### src/rtl/gray_step_decoder.sv
// Receive-side decoder for a 3-bit Gray up/down counter: recovers binary value,
// step direction, a wrapping position count and a saturating illegal-jump count.
module gray_step_decoder #(
   parameter int unsigned POS_W = 8,
   parameter int unsigned ERR_W = 4
) (
   input  logic             CLK,
   input  logic             reset,
   input  logic             EN,
   input  logic [2:0]       G,
   output logic [2:0]       BIN,
   output logic             VALID,
   output logic             STEP,
   output logic             DIR,
   output logic             ERR,
   output logic [POS_W-1:0] POS,
   output logic [ERR_W-1:0] ERR_CNT
);

   typedef enum logic [0:0] {StInit, StTrack} state_t;

   state_t     state;
   logic [2:0] p;
   logic [2:0] b;
   logic [2:0] d;

   always_comb begin
      b[2] = G[2];
      b[1] = G[2] ^ G[1];
      b[0] = G[2] ^ G[1] ^ G[0];
      d    = b - p;
   end

   // BIN always mirrors the previous-value register.
   assign BIN   = p;
   assign VALID = (state == StTrack);

   always_ff @(posedge CLK) begin
      if (reset) begin
         state   <= StInit;
         p       <= 3'b000;
         STEP    <= 1'b0;
         DIR     <= 1'b0;
         ERR     <= 1'b0;
         POS     <= '0;
         ERR_CNT <= '0;
      end else begin
         STEP <= 1'b0;
         ERR  <= 1'b0;
         if (EN) begin
            p <= b;
            case (state)
               StInit: begin
                  state <= StTrack;
               end
               StTrack: begin
                  if (d == 3'd1) begin
                     STEP <= 1'b1;
                     DIR  <= 1'b1;
                     POS  <= POS + POS_W'(1);
                  end else if (d == 3'd7) begin
                     STEP <= 1'b1;
                     DIR  <= 1'b0;
                     POS  <= POS - POS_W'(1);
                  end else if (d != 3'd0) begin
                     ERR <= 1'b1;
                     if (ERR_CNT != '1) ERR_CNT <= ERR_CNT + ERR_W'(1);
                  end
               end
               default: state <= StInit;
            endcase
         end
      end
   end

endmodule

### config.mk
export PLATFORM = sky130hd
export DESIGN_NAME = gray_step_decoder
export DESIGN_NICKNAME = d
export VERILOG_FILES = /design/src/rtl/gray_step_decoder.sv
export SDC_FILE = /design/constraint.sdc
export NUM_CORES = 1
export LEC_CHECK = 0
export CORE_ASPECT_RATIO = 1.25
export CORE_MARGIN = 1.5
export CORE_UTILIZATION = 50
export CTS_CLUSTER_DIAMETER = 30
export CTS_CLUSTER_SIZE = 20
export DETAILED_ROUTE_END_ITERATION = 8
export PLACE_DENSITY = 0.78
export SLEW_MARGIN = 20
export SYNTH_ARGS = -nofsm -noshare
export SYNTH_HDL_FRONTEND = slang
export SYNTH_SLANG_ARGS = --single-unit
### constraint.sdc
create_clock -name CLK -period 4.2 [get_ports CLK]
set_clock_uncertainty 0.2 [all_clocks]
set_input_delay 0.42 -clock CLK [delete_from_list [all_inputs] [get_ports CLK]]
set_output_delay 0.42 -clock CLK [all_outputs]
set_load 0.03 [all_outputs]
==> results.sh <==
export IMPL_cp_common_cell="ha_1"
export IMPL_slew_viol_final=0
export IMPL_slew_headroom=0.626
export IMPL_path_delay_family="adder cells"
export IMPL_fp_coreArea_um2=2260
export IMPL_synthArstFlopShare=0
export IMPL_max_cap_violations=0
export IMPL_die_area_um2=2760
export IMPL_synth_area_per_cell_um2=9.23
export IMPL_max_vdd_ir_drop_v=0.000240
export IMPL_swShare=0.370
export IMPL_drtIter0Drc=13
export IMPL_first_global_vias=1015
export IMPL_num_antenna_cells=0
export IMPL_power_switching_w=0.000201
export IMPL_placed_cells=192
export IMPL_start_util=0.543
export IMPL_status="finished clean"
export IMPL_cts_setup_buffers=0
export IMPL_io_pins=25
export IMPL_synth_cells=133
export IMPL_grtUsageMet1=0.269
export IMPL_gp_congestion=0.878
export IMPL_drt_total_wl_mm=2.66
export IMPL_worst_pin_slew_ns=0.549
export IMPL_clkSinkCount=19
export IMPL_rsz0062_at_grt="false"
export IMPL_first_pass_iters=4
export IMPL_worstPathArrival_ns=3.87
export IMPL_via_per_inst=5.56
export IMPL_grt_first_pass_wirelength_mm=4.36
export IMPL_pwr_share_comb=0.446
export IMPL_instances_no_fill=196
export IMPL_worstHoldPathType="reg2reg"
export IMPL_place_ws_ns=0.0113
export IMPL_grt_busiest_layer="met2"
export IMPL_num_vias=1090
export IMPL_cts_clk_slew_worst_paths_ns=0.11
export IMPL_synth_top_area_frac=0.310
export IMPL_worst_slack_ns=0.337
export IMPL_critical_path_max_stage_delay_ns=0.49
export IMPL_cts_resized_gates=0
export IMPL_ant_nets=0
export IMPL_pwr_share_clk=0.178
export IMPL_synthTopCellsByArea="dfxtp_1 31%, ha_1 7.1%, nor2_1 5.8%"
export IMPL_grt_use_met3=0.0276
export IMPL_dp_hpwl_mm=2.01
export IMPL_nets=180
export IMPL_die_y_um=58.4
export IMPL_drive_above_1_share=0.145
export IMPL_h_tree_depth=1
export IMPL_seq_area_frac_synth=0.310
export IMPL_final_util=0.695
export IMPL_cts_buffers=3
export IMPL_total_leakage_power_nw=0.671
export IMPL_fp_dieW_um=47.3
export IMPL_gr_usage_met2=0.371
export IMPL_grt_start_max_net_pins=18
export IMPL_cts_hold_buf=0
export IMPL_p_int_w=0.000342
export IMPL_cts_root_buf="clkbuf_4"
export IMPL_post_route_min_period_ns=3.86
export IMPL_synth_area_um2=1230
export IMPL_hold_violations=0
export IMPL_yosysWarnings=0
export IMPL_route_detailed_drc=0
export IMPL_critPathRequiredTime_ns=4.21
export IMPL_place_port_buffers=24
export IMPL_row_count=19
export IMPL_avgRoutedWirePerCell_um=13.6
export IMPL_yosysUniqueCellTypes=46
export IMPL_ys_ff_latch=19
export IMPL_syn_nets=147
export IMPL_grt_antenna_before_repair=0
export IMPL_clk_path_buf_depth=2
export IMPL_finalCritPeriodShare=0.920
export IMPL_criticalPathCategory="in2reg"
export IMPL_max_freq_mhz=259
export IMPL_filler_cell_count=201
export IMPL_clk_latency_ns=0.31
export IMPL_yosys_most_used_dff="dfxtp_1"
export IMPL_grt_overflow=0
export IMPL_start_kind="input port"
export IMPL_total_power_w=0.000543
export IMPL_synth_area_leader_cell="dfxtp_1"
export IMPL_critical_path_max_fanout=9
export IMPL_seqPwrFrac=0.376
export IMPL_synth_edf_count=0
export IMPL_grt_total_usage=0.220
export IMPL_slowest_stage="clkdlybuf4s50_1"
export IMPL_power_density_nw_per_um2=346
export IMPL_yosys_top_cells_count="19 x dfxtp_1, 19 x nor2_1, 7 x a21oi_1, 7 x ha_1, 6 x mux2i_1"
export IMPL_syn2layout_area_growth_pct=27.8
export IMPL_timing_critical_path_buf_inv=2
export IMPL_crit_chain="clkdlybuf4s50_1 -> xor2_1 -> xnor2_1 -> ha_1 -> inv_1 -> fa_1 -> nor2_1 -> nand2_2 -> ha_1 -> nand4_1 -> or3_1 -> a21o_1 -> a21oi_1 -> mux2_2"
export IMPL_finalSetupViolCount=0
export IMPL_tns_ns=0
export IMPL_end_kind="register"
export IMPL_cts_tree="built"
-- state kept, by name (all words and copies together) (netlist names) --
register / cells
POS: 8
ERR_CNT: 4
BIN: 3
DIR: 1
ERR: 1
STEP: 1
VALID: 1
-- cell type report --
cell class              count  area (um^2)  share of cell area
multi-input cells         104          797               0.508
clock buffers               4         26.3              0.0167
repair buffers             33          308               0.196
flip-flops and latches     19          380               0.242
well taps                  31         38.8              0.0247
inverters                   5         18.8              0.0120
-- final timing paths --
path,cells after the start,slack [ns],from,endpoint
setup / recovery,14,0.34,G[2],POS[7]$_SDFFE_PP0P_
hold / removal,1,0.32,POS[4]$_SDFFE_PP0P_,POS[4]$_SDFFE_PP0P_
setup reg to reg,11,1.03,BIN[0]$_SDFFE_PP0P_,POS[7]$_SDFFE_PP0P_
hold reg to reg,1,0.32,POS[4]$_SDFFE_PP0P_,POS[4]$_SDFFE_PP0P_
-- layer usage --
layer  vias to the layer above  share of wire
met2                        21           0.50
met5                         -              0
met1                       511           0.44
li1                        553              -
met4                         0          0.021
met3                         5          0.036
-- layout by cell type (no fill, tap or decap), types with 4 or more instances in the layout --
cell type and instances:
clkdlybuf4s50_1 24, dfxtp_1 19, nor2_1 19, buf_4 9
a21oi_1 7, ha_1 7, mux2i_1 6, inv_1 5
nor3_1 5, xnor2_1 4, a31oi_1 4
-- stage by stage --
stage | hold slack [ns] | instance area, um^2
CTS | 0.329 | 1570
global route | 0.356 | 1570
floorplan | 0.367 | 1230
global placement | 0.303 | 1540
detailed placement | 0.301 | 1540
finish | 0.321 | 1570
-- power by group through the flow --
stage / Clock, W / Combinational (W) / Sequential [W]
final: 0.0000965 / 0.000242 / 0.000204
after global routing: 0.000108 / 0.000266 / 0.000206
after CTS: 0.0000995 / 0.000242 / 0.000204
after detailed placement: 0 / 0.000241 / 0.000208
after global placement: 0 / 0.000234 / 0.000207
after floorplan: 0 / 0.000145 / 0.000230
-- cells by family (layout without fill, tap and decap cells) --
kind of cell    Yosys count  in the layout  share of synthesized area
fa+ha+maj                 8              8                     0.0877
simple gates             48             48                      0.207
compound gates           30             30                      0.190
flops                    19             19                      0.310
mux                      10             10                     0.0948
buf+inv                  10             42                     0.0408
xor+xnor                  8              8                     0.0703
Note: power is estimated with default switching activity, not from simulation.
